===== src/rtl/alu_serial_rx.sv =====
// Command deserializer for the ALU serial link: rebuilds A, B and op from
// 11-bit frames and issues one command or one error pulse per packet.
module alu_serial_rx #(
    parameter int DATA_BYTES   = 8,
    parameter bit CRC_CHECK_EN = 1'b1
) (
    input  logic        clk,
    input  logic        rst,
    input  logic        sin,
    output logic [31:0] a_out,
    output logic [31:0] b_out,
    output logic [2:0]  op_out,
    output logic        cmd_valid,
    output logic        err_data,
    output logic        err_crc,
    output logic        err_op,
    output logic        busy
);

    typedef enum logic [2:0] {
        S_IDLE,
        S_RX,
        S_BYTE_DONE,
        S_GAP,
        S_CHECK,
        S_REPORT
    } state_t;

    localparam logic [3:0] BYTES_REQ = 4'(DATA_BYTES);

    // CRC-4, x^4+x+1, init 0, MSB first, no reflection, no final XOR.
    function automatic logic [3:0] crc4_msb(input logic [67:0] msg);
        logic [3:0] c;
        logic       fb;
        c = 4'h0;
        for (int i = 67; i >= 0; i--) begin
            fb = c[3] ^ msg[i];
            c  = {c[2:0], 1'b0} ^ (fb ? 4'h3 : 4'h0);
        end
        return c;
    endfunction

    function automatic logic op_legal(input logic [2:0] op);
        return (op == 3'b000) || (op == 3'b001) || (op == 3'b100) || (op == 3'b101);
    endfunction

    state_t      state_q, state_d;
    logic [3:0]  bit_cnt_q, bit_cnt_d;
    logic [3:0]  byte_cnt_q, byte_cnt_d;
    logic [63:0] store_q, store_d;
    logic [7:0]  shreg_q, shreg_d;
    logic        ctl_q, ctl_d;
    logic        stop_q, stop_d;
    logic [2:0]  op_rx_q, op_rx_d;
    logic [3:0]  crc_rx_q, crc_rx_d;
    logic [31:0] a_q, a_d;
    logic [31:0] b_q, b_d;
    logic [2:0]  op_q, op_d;
    logic        cmd_valid_q, cmd_valid_d;
    logic        err_data_q, err_data_d;
    logic        err_crc_q, err_crc_d;
    logic        err_op_q, err_op_d;
    logic [3:0]  crc_calc;

    assign crc_calc = crc4_msb({store_q, 1'b1, op_rx_q});

    always_ff @(posedge clk or posedge rst) begin
        if (rst) begin
            state_q <= S_IDLE;
        end else begin
            state_q <= state_d;
        end
    end

    always_comb begin
        state_d = state_q;
        case (state_q)
            S_IDLE: begin
                if (!sin) state_d = S_RX;
            end
            S_RX: begin
                if (bit_cnt_q == 4'd10) state_d = S_BYTE_DONE;
            end
            S_BYTE_DONE: begin
                if (!stop_q) begin
                    state_d = S_REPORT;
                end else if (!ctl_q) begin
                    // A start bit may follow the stop bit with no idle gap.
                    state_d = sin ? S_GAP : S_RX;
                end else begin
                    state_d = S_CHECK;
                end
            end
            S_GAP: begin
                if (!sin) state_d = S_RX;
            end
            S_CHECK:  state_d = S_REPORT;
            S_REPORT: state_d = S_IDLE;
            default:  state_d = S_IDLE;
        endcase
    end

    always_ff @(posedge clk or posedge rst) begin
        if (rst) begin
            bit_cnt_q   <= 4'd0;
            byte_cnt_q  <= 4'd0;
            store_q     <= 64'd0;
            shreg_q     <= 8'd0;
            ctl_q       <= 1'b0;
            stop_q      <= 1'b0;
            op_rx_q     <= 3'd0;
            crc_rx_q    <= 4'd0;
            a_q         <= 32'd0;
            b_q         <= 32'd0;
            op_q        <= 3'd0;
            cmd_valid_q <= 1'b0;
            err_data_q  <= 1'b0;
            err_crc_q   <= 1'b0;
            err_op_q    <= 1'b0;
        end else begin
            bit_cnt_q   <= bit_cnt_d;
            byte_cnt_q  <= byte_cnt_d;
            store_q     <= store_d;
            shreg_q     <= shreg_d;
            ctl_q       <= ctl_d;
            stop_q      <= stop_d;
            op_rx_q     <= op_rx_d;
            crc_rx_q    <= crc_rx_d;
            a_q         <= a_d;
            b_q         <= b_d;
            op_q        <= op_d;
            cmd_valid_q <= cmd_valid_d;
            err_data_q  <= err_data_d;
            err_crc_q   <= err_crc_d;
            err_op_q    <= err_op_d;
        end
    end

    always_comb begin
        bit_cnt_d   = bit_cnt_q;
        byte_cnt_d  = byte_cnt_q;
        store_d     = store_q;
        shreg_d     = shreg_q;
        ctl_d       = ctl_q;
        stop_d      = stop_q;
        op_rx_d     = op_rx_q;
        crc_rx_d    = crc_rx_q;
        a_d         = a_q;
        b_d         = b_q;
        op_d        = op_q;
        cmd_valid_d = 1'b0;
        err_data_d  = 1'b0;
        err_crc_d   = 1'b0;
        err_op_d    = 1'b0;
        case (state_q)
            S_IDLE, S_GAP: begin
                if (!sin) bit_cnt_d = 4'd1;
            end
            S_RX: begin
                bit_cnt_d = bit_cnt_q + 4'd1;
                if (bit_cnt_q == 4'd1) begin
                    ctl_d = sin;
                end else if (bit_cnt_q == 4'd10) begin
                    stop_d = sin;
                end else begin
                    shreg_d = {shreg_q[6:0], sin};
                end
            end
            S_BYTE_DONE: begin
                if (!stop_q) begin
                    err_data_d = 1'b1;
                end else if (!ctl_q) begin
                    store_d    = {store_q[55:0], shreg_q};
                    byte_cnt_d = (byte_cnt_q == 4'd15) ? 4'd15 : byte_cnt_q + 4'd1;
                    if (!sin) bit_cnt_d = 4'd1;
                end else begin
                    op_rx_d  = shreg_q[6:4];
                    crc_rx_d = shreg_q[3:0];
                end
            end
            S_CHECK: begin
                // Exactly one result flag, in priority order.
                if (byte_cnt_q != BYTES_REQ) begin
                    err_data_d = 1'b1;
                end else if (CRC_CHECK_EN && (crc_calc != crc_rx_q)) begin
                    err_crc_d = 1'b1;
                end else if (!op_legal(op_rx_q)) begin
                    err_op_d = 1'b1;
                end else begin
                    cmd_valid_d = 1'b1;
                    a_d         = store_q[31:0];
                    b_d         = store_q[63:32];
                    op_d        = op_rx_q;
                end
            end
            S_REPORT: begin
                bit_cnt_d  = 4'd0;
                byte_cnt_d = 4'd0;
                store_d    = 64'd0;
            end
            default: ;
        endcase
    end

    always_comb begin
        busy      = (state_q != S_IDLE);
        a_out     = a_q;
        b_out     = b_q;
        op_out    = op_q;
        cmd_valid = cmd_valid_q;
        err_data  = err_data_q;
        err_crc   = err_crc_q;
        err_op    = err_op_q;
    end

endmodule


===== config.mk =====
export PLATFORM = sky130hd
export DESIGN_NAME = alu_serial_rx
export DESIGN_NICKNAME = d
export VERILOG_FILES = /design/src/rtl/alu_serial_rx.sv
export SDC_FILE = /design/constraint.sdc
export NUM_CORES = 1
export LEC_CHECK = 0
export ABC_AREA = 1
export BUFFER_PORTS_ARGS = -buffer_cell sky130_fd_sc_hd__buf_2
export CORE_MARGIN = 2
export CORE_UTILIZATION = 61
export CTS_BUF_LIST = sky130_fd_sc_hd__clkbuf_8
export CTS_CLUSTER_DIAMETER = 100
export DETAILED_ROUTE_END_ITERATION = 12
export PLACE_DENSITY = 0.82
export SLEW_MARGIN = 30
export SYNTH_ARGS = -nofsm -noshare
export SYNTH_HDL_FRONTEND = slang
export SYNTH_SLANG_ARGS = --single-unit

===== constraint.sdc =====
create_clock -name clk -period 9.7 [get_ports clk]
set_input_delay 1.94 -clock clk [delete_from_list [all_inputs] [get_ports clk]]
set_output_delay 1.94 -clock clk [all_outputs]
set_load 0.01 [all_outputs]

==> results of run 1 <==
==> worst min-delay path: stages (launching register included) <==
cell	delay, ns
dfrtp_1	0.35
nand2_1	0.05
nand2_1	0.04
==> path summary, 6_finish.rpt <==
check                       startpoint         to  slack, ns  cells past startpoint
setup / recovery           store_q[63]  a_out[25]       2.53                     66
setup reg to reg           store_q[63]  a_out[25]       2.53                     66
min in group asynchronous          rst   b_out[8]       1.57                      2
max in group asynchronous          rst   a_out[3]       6.88                      3
hold reg to reg              a_out[20]  a_out[20]       0.47                      2
hold / removal               a_out[20]  a_out[20]       0.47                      2
==> sequential cells by signal (all words and copies together) (netlist names), 3 cells and up <==
name	flops
state_q	3
bit_cnt_q	4
store_q	64
op_out	3
a_out	32
b_out	32
byte_cnt_q	4
crc_rx_q	4
op_rx_q	3
shreg_q	8
==> cells by family (layout without fill, tap and decap cells) <==
family / after synthesis / in the layout / share of synthesized area
xor+xnor: 4 / 4 / 0.00377
fa+ha+maj: 5 / 5 / 0.00674
simple gates: 808 / 808 / 0.405
flops: 163 / 163 / 0.439
buf+inv: 179 / 253 / 0.0793
compound gates: 104 / 104 / 0.0656
==> routing by layer <==
layer,up-vias,routed length (microns)
met2,246,9920
met4,0,597
li1,4184,-
met1,3902,9700
met3,57,965
met5,-,0
==> synth_stat cells, types with 2 or more instances <==
master | n | area (sq um)
buf_1 | 2 | 7.51
o21ai_0 | 31 | 155
ha_1 | 5 | 62.6
nand3b_1 | 4 | 30.0
inv_1 | 118 | 443
nand3_2 | 8 | 80.1
buf_6 | 6 | 67.6
o22ai_1 | 64 | 400
buf_2 | 7 | 35.0
nand3_1 | 218 | 1090
nor3_1 | 3 | 15.0
dfrtp_1 | 163 | 4080
a21oi_1 | 5 | 25.0
nand2_1 | 458 | 1720
nand2_2 | 78 | 488
xor2_1 | 2 | 17.5
clkbuf_1 | 21 | 78.8
nor2_1 | 16 | 60.1
nand3_4 | 3 | 52.6
inv_2 | 24 | 90.1
xnor2_1 | 2 | 17.5
nor2_4 | 2 | 22.5
nand2_4 | 16 | 180
==> per-stage QoR <==
stage	hold slack [ns]	worst slack, ns	util	cell area [sq um]
2_1_floorplan	0.453	3.36	-	9290
5_1_grt	0.489	1.45	0.676	10200
6_report	0.468	2.53	0.676	10200
4_1_cts	0.474	2.58	0.676	10200
3_3_place_gp	0.450	2.89	0.649	9750
3_5_place_dp	0.453	2.68	0.649	9750
==> layout make-up <==
class                      instances  area [sq um]  share of cell area
clock buffer                      18           248              0.0244
clock inverter                    14           161              0.0159
inverter                         142           541              0.0532
multi-input combinational        921          4490               0.442
sequential                       163          4080               0.401
tap                              188           235              0.0231
timing repair buffer              79           408              0.0401
==> metrics.yaml, run 1 <==
setup_path:
  max_stage_delay_ns: 0.68
  arrival_ns: 7.52
  worstSetupPathType: "reg2reg"
  cp_top_family: "simple AND/OR/NAND/NOR gates"
  end_kind: "register"
  worstPathRequired_ns: 10.05
  path_buf_inv: 7
  start_kind: "register"
  cp_common_cell: "nand2_1"
  cp_max_fo: 68
  worst_path_max_delay_cell: "nand3_4"
sta:
  setup_violations: 0
  skew_ns: 0.0104
  clock.fmax_ghz: 0.139
  fin_tns_setup_ns: 0
  finalMaxSlewViolations: 0
  period_share: 0.739
  hold_viol_final: 0
  period_needed_ns: 7.17
  relSlewSlack: 0.387
  tightest_slew_ns: 0.920
  rsz0062_at_grt: "no"
synthesis:
  avgSynthCellArea_sq_um: 7.35
  ys_types: 30
  ys_ff_latch: 163
  synth_edf_count: 0
  syn_area_sq_um: 9290
  ys_seq_area_frac: 0.439
  yosys_most_used_dff: "dfrtp_1"
  ys_warn_count: 0
  netlist_instances: 1263
  syn_nets: 1271
  synthArstFlopShare: 1.00
clock_network:
  cts.sink_count: 163
  cts_resized: 0
  cts_buffer_depth: 2
  cts_tree: "done"
  numCtsBuffers: 17
  clock_latency_ns: 0.47
  postCtsSetupRepairBufs: 0
  holdBufCountCts: 0
  clk_pin_slew_ns: 0.08
  root_buffer: "clkbuf_8"
  cts.htree.levels: 4
layout:
  fin_nets: 1332
  final_common_cell: "nand2_1"
  layout_common_cells: "nand2_1 (457), nand3_1 (218), dfrtp_1 (163), inv_1 (118), nand2_2 (79)"
  layout-drive-gt1-share: 0.185
  nFillCells: 1271
  area_growth_pct: 9.44
  n_antenna_cell: 0
  fin_cells: 1525
global_routing:
  overflow: 0
  antenna_found_initial: 1
  use_met3: 0.0490
  grt_pass1_wl_microns: 36400
  grt_pass1_vias: 8093
  grt_util_met2: 0.445
  use_met1: 0.369
  busiest_layer: "met2"
  grt_max_degree: 114
  grt_use_total: 0.277
floorplan:
  die_y_microns: 127
  io_pins: 75
  rows: 45
  dieArea_sq_um: 16200
  initial_core_util: 0.618
  fp.dieW_microns: 127
  core-area_sq_um: 15000
placement:
  gp_congestion: 0.937
  place_inst: 1493
  dpl.hpwl_microns: 15100
  port_buffers: 74
flow_run:
  cap_violations: 0
routing:
  vias: 8389
  first_iter_violations: 761
  ant_nets: 0
  drc: 0
  wire_per_inst_microns: 13.9
  dr.pass1.iters: 5
  routed_wirelength_microns: 21200
  routed_via_density: 5.50
run_status:
  outcome: "completed"
min_path:
  hp-class: "reg2reg"
Power of run 1 is not shown: default switching activity piles up to over one toggle a cycle in this logic, so the estimate is an artifact.
==> run 2: changes to the inputs <==
CORE_UTILIZATION = 57   (was 61)
PLACE_DENSITY = 0.8   (was 0.82)
clock period = 6.2 ns   (was 9.7 ns; I/O delays follow)
==> run 2 against run 1 <==
  * The run now ends with setup timing left
  * Cell count is 4.0% higher
  * Global-route usage rose by 1.4 points
  * Core utilization rose by 9.6 points
  * Routed wire length grew 39%
  * Worst hold slack better by 0.0031 ns
  * Register-to-register slack lost 3.4 ns
  * Maximum frequency increased by 0.71%
  * Critical endpoint is now op_out[0]
  * Highest routed layer unchanged
==> metrics.yaml, run 2 (synthesis gave the netlist of run 1 again) <==
clock_network:
  clock_latency_ns: 0.48  # about the same
  numCtsBuffers: 17  # unchanged
  holdBufCountCts: 0  # unchanged
  cts.sink_count: 163  # unchanged
  cts_tree: "done"
  cts_buffer_depth: 2  # unchanged
  root_buffer: "clkbuf_8"
  clk_pin_slew_ns: 0.09  # about the same
  cts.htree.levels: 4  # unchanged
layout:
  final_util: 0.772  # +0.0956
  nFillCells: 1004  # -21%
  final_common_cell: "nand2_1"
  largest_reg_flops: 64  # unchanged
  area_growth_pct: 32.0
  layout-drive-gt1-share: 0.404  # +0.219
  fin_nets: 1365  # +2.5%
  layout_common_cells: "nand2_1 (278), nand2_2 (160), dfrtp_1 (160), nand3_1 (141)"
  n_antenna_cell: 0  # unchanged
  largest-register: "store_q"
global_routing:
  grt_pass1_wl_microns: 41300  # +13%
  grt_pass1_vias: 8649  # +6.9%
  grt_use_total: 0.291  # +0.0143
  overflow: 0  # unchanged
  antenna_found_initial: 0  # -1
  grt_max_degree: 119  # +4.4%
sta:
  skew_ns: 0.0168  # +0.00645 ns
  rsz0062_at_grt: "yes"
  period_share: 1.15  # +0.409
  clock.fmax_ghz: 0.140  # +0.71%
  fin_ws_ns: -0.919  # -3.45 ns
  hold_viol_final: 0  # unchanged
  period_needed_ns: 7.12  # -0.0503 ns
  tightest_slew_ns: 0.932  # +0.0124 ns
  relSlewSlack: 0.376  # -0.0107
  setup_violations: 70  # +70
  fin_tns_setup_ns: -57.82  # -57.82 ns
  finalMaxSlewViolations: 0  # unchanged
floorplan:
  fp.dieW_microns: 132  # +3.3%
  io_pins: 75  # unchanged
  core-area_sq_um: 15900  # +5.7%
  initial_core_util: 0.585  # -0.0331
  dieArea_sq_um: 17300  # +6.8%
  rows: 46  # +2.2%
  die_y_microns: 132  # +3.3%
routing:
  first_iter_violations: 959  # +26%
  routed_wirelength_microns: 29500  # +39%
  ant_nets: 0  # unchanged
  wire_per_inst_microns: 18.6  # +34%
  drc: 0  # unchanged
  routed_via_density: 6.05  # +10%
  dr.pass1.iters: 7  # +2
  vias: 9600  # +14%
setup_path:
  worst_path_max_delay_cell: "dfrtp_2"
  arrival_ns: 7.54  # +0.02 ns
  end_kind: "register"
  start_kind: "register"
  cp_max_fo: 6  # -91%
  cp_top_family: "simple AND/OR/NAND/NOR gates"
  reg2reg_from: "store_q[63]"
  worstPathRequired_ns: 6.62  # -3.43 ns
  worstSetupPathType: "reg2reg"
  max_stage_delay_ns: 0.48  # -0.20 ns
  path_buf_inv: 10  # +3
  worstSetupStartpoint: "store_q[63]"
  cp_common_cell: "nand2_4"
flow_run:
  cap_violations: 0  # unchanged
placement:
  gp_congestion: 0.912  # -2.7%
  port_buffers: 74  # unchanged
  dpl.hpwl_microns: 15600  # +3.3%
run_status:
  outcome: "finished with violations"
  failed_checks: "setup timing"
min_path:
  hold_start: "b_out[17]"
  hp-class: "reg2reg"
## run 2: changes by cell type in the layout (fill, tap and decap cells not counted), moves of 9 or more
cell     before  now
nand3_1     218  141
nand2_2      79  160
nand2_1     457  278
nand3_2       8   64
buf_4         5   21
buf_12        0    9
inv_1       118  108
nand3_4       3   24
nand2_4      16  108
## run 2: worst register-to-register path, delay by kind of cell (launching register included)
kind | cells | cell delay, ns
AO/OA/AOI/OAI | 1 | 0.09
buffers and inverters | 10 | 1.12
flip-flops | 1 | 0.48
AND/OR/NAND/NOR | 59 | 5.34
## run 2: repair_timing
action | CTS | global route
pin swaps | 39 | 136
resized for setup | 152 | 262
setup buffers | 9 | 13
endpoints found under the setup margin | 70 | 70
gates cloned | 4 | 3
## run 2: cell type report
cell class / count / area [sq um] / area share
Multi-Input combinational cell: 921 / 6060 / 0.494
Sequential cell: 163 / 4080 / 0.333
Timing Repair Buffer: 112 / 921 / 0.0751
Inverter: 142 / 558 / 0.0455
Tap cell: 216 / 270 / 0.0220
Clock buffer: 19 / 262 / 0.0213
Clock inverter: 13 / 110 / 0.00898
## run 2: per-stage QoR
stage	cells	hold slack, ns	instance area, sq um	setup slack (ns)
2_1_floorplan	1263	0.453	9290	0.555
3_3_place_gp	1525	0.448	9870	-0.0812
3_5_place_dp	1525	0.453	9870	-0.299
4_1_cts	1570	0.475	11000	-0.129
5_1_grt	1586	0.498	12300	-1.27
6_report	1586	0.471	12300	-0.919
## run 2: final timing paths
| path | endpoint | slack [ns] | depth (start not counted) |
|---|---|---|---|
| max reg2reg | op_out[0] | -0.92 | 70 |
| min reg2reg | b_out[17] | 0.47 | 2 |
| max | op_out[0] | -0.92 | 70 |
| max in group asynchronous | store_q[60] | 4.17 | 3 |
| min in group asynchronous | a_out[22] | 0.93 | 2 |
| min | b_out[17] | 0.47 | 2 |
## run 2: routing by layer
metal / vias to the layer above / wire, microns / global-route usage
li1: 4284 / - / -
met1: 4528 / 10800 / 0.375
met2: 599 / 14300 / 0.482
met3: 189 / 2370 / 0.0459
met4: 0 / 2010 / 0.137
met5: - / 0 / 0
Power of run 2 is left out for the same reason.
==> run 3: changes to the inputs <==
clock period = 6.3 ns   (was 6.2 ns; I/O delays follow)
==> run 3 against run 2 <==
  * The flow still finishes with violations (setup timing)
  * First-iteration DRC count is 45% higher
  * Cell count increased by 0.57%
  * Global-route usage shrank 0.34 points
  * Critical path depth decreased by 1
  * Die area unchanged
  * Clock-buffer cell count fell by 1
  * Flip-flop and latch count stayed put
==> metrics.yaml, run 3 (synthesis gave the netlist of run 1 again) <==
routing:
  vias: 10400  # +8.8%
  wire_per_inst_microns: 21.8  # +17%
  routed_wirelength_microns: 34800  # +18%
  dr.pass1.iters: 9  # +2
  ant_nets: 0  # unchanged
  drc: 0  # unchanged
  first_iter_violations: 1393  # +45%
  routed_via_density: 6.55  # +8.2%
clock_network:
  root_buffer: "clkbuf_8"
  cts_tree: "done"
  cts.htree.levels: 4  # unchanged
  cts_buffer_depth: 2  # unchanged
  clock_latency_ns: 0.49  # about the same
  numCtsBuffers: 17  # unchanged
  holdBufCountCts: 0  # unchanged
  clk_pin_slew_ns: 0.09  # about the same
  cts.sink_count: 163  # unchanged
min_path:
  hp-class: "reg2reg"
  hold_path_end: "a_out[28]"
  hold_depth: 2  # unchanged
  hold_start: "a_out[28]"
global_routing:
  grt_pass1_wl_microns: 40700  # -1.5%
  grt_pass1_vias: 8557  # -1.1%
  grt_max_degree: 111  # -6.7%
  overflow: 0  # unchanged
  antenna_found_initial: 0  # unchanged
  grt_use_total: 0.287  # -0.00342
layout:
  area_growth_pct: 36.3
  design_area_sq_um: 12700  # +3.3%
  largest-register: "store_q"
  largest_reg_flops: 64  # unchanged
  fin_nets: 1375  # +0.73%
  fin_cells: 1595  # +0.57%
  regArea_sq_um: 4080  # about the same
  final_common_cell: "nand2_1"
  n_antenna_cell: 0  # unchanged
  layout-drive-gt1-share: 0.454  # +0.0503
  nFillCells: 879  # -12%
  multiInputGateArea_sq_um: 6360  # +5.1%
  final_util: 0.797  # +0.0254
  layout_common_cells: "nand2_1 (229), nand2_2 (195), dfrtp_1 (161), nand2_4 (124), nand3_1 (121)"
placement:
  port_buffers: 74  # unchanged
  gp_congestion: 0.917  # +0.54%
  dpl.hpwl_microns: 15500  # -0.81%
  postPlaceCellArea_sq_um: 9860  # -0.10%
  place_inst: 1524  # -0.066%
setup_path:
  crit_cells: 69  # -1.4%
  max_stage_delay_ns: 0.46  # -0.02 ns
  worstPathRequired_ns: 6.71  # +0.09 ns
  rr_worst_depth: 69  # -1.4%
  cp_top_family: "simple AND/OR/NAND/NOR gates"
  cp_max_fo: 8  # +2
  worst_path_max_delay_cell: "dfrtp_2"
  end_kind: "register"
  worstSetupPathType: "reg2reg"
  reg2reg_from: "store_q[63]"
  cp_common_cell: "nand2_4"
  arrival_ns: 7.92  # +0.38 ns
  ff2ff_setup_slack_ns: -1.21  # -0.29 ns
  reg2reg_to: "b_out[5]"
  start_kind: "register"
  path_buf_inv: 9  # -1
sta:
  rsz0062_at_grt: "yes"
  relSlewSlack: 0.382  # +0.00545
  hold_viol_final: 0  # unchanged
  tightest_slew_ns: 0.924  # -0.00814 ns
  period_needed_ns: 7.51  # +0.389 ns
  clock.fmax_ghz: 0.133  # -5.2%
  period_share: 1.19  # +0.0434
  setup_violations: 70  # unchanged
  fin_ws_ns: -1.21  # -0.289 ns
  finalMaxSlewViolations: 0  # unchanged
  skew_ns: 0.0211  # +0.00430 ns
floorplan:
  initial_core_util: 0.585  # unchanged
  die_y_microns: 132  # unchanged
  rows: 46  # unchanged
  dieArea_sq_um: 17300  # unchanged
  core-area_sq_um: 15900  # unchanged
  io_pins: 75  # unchanged
  fp.dieW_microns: 132  # unchanged
run_status:
  outcome: "finished with violations"
  failed_checks: "setup timing"
flow_run:
  cap_violations: 0  # unchanged
[run 3: changes by cell type in the layout (fill, tap and decap cells not counted), moves of 8 or more]
cell	delta
buf_6	+9
nand2_1	-49
nand2_4	+16
nand2_2	+35
inv_4	+8
nand3_2	+14
nand3_1	-20
[run 3: through the flow]
stage / setup TNS [ns] / hold slack (ns) / setup slack, ns
floorplan: 0 / 0.453 / 0.635
detailed placement: -10.45 / 0.454 / -0.207
finish: -79.05 / 0.471 / -1.21
global placement: -0.0649 / 0.448 / -0.0514
global route: -96.77 / 0.495 / -1.45
CTS: -1.33 / 0.474 / -0.0539
[run 3: layout make-up]
class,instances,share of cell area
multi-input cells,921,0.503
clock buffers,18,0.0196
inverters,142,0.0449
repair buffers,122,0.0795
well taps,216,0.0213
flip-flops and latches,163,0.322
clock inverters,13,0.00968
[run 3: worst max path at each step]
stage,slack (ns),start,endpoint
2_1_floorplan,0.64,rst,a_out[0]
3_3_place_gp,-0.05,store_q[63],b_out[29]
3_5_place_dp,-0.21,store_q[63],b_out[29]
4_1_cts,-0.05,store_q[63],b_out[24]
5_1_grt,-1.45,store_q[59],b_out[5]
6_report,-1.21,store_q[63],b_out[5]
[run 3: repair_timing]
action,CTS,global route
setup buffers,12,17
cloned,4,11
pin swaps,25,152
setup endpoints to repair,69,70
gates resized for setup,145,365
[run 3: metal layers]
metal	global-route usage	up-vias	routed length (microns)
met1	0.375	4880	11900
li1	-	4287	-
met3	0.0451	340	3560
met5	0	-	0
met2	0.471	939	16200
met4	0.136	0	3100
[run 3: worst reg2reg max path: cells and delay by family, from the launching register on]
| family | cells | cell delay (ns) |
|---|---|---|
| AND/OR/NAND/NOR | 60 | 6.06 |
| buffers and inverters | 9 | 0.95 |
| flip-flops | 1 | 0.46 |
Power of run 3 is left out for the same reason.
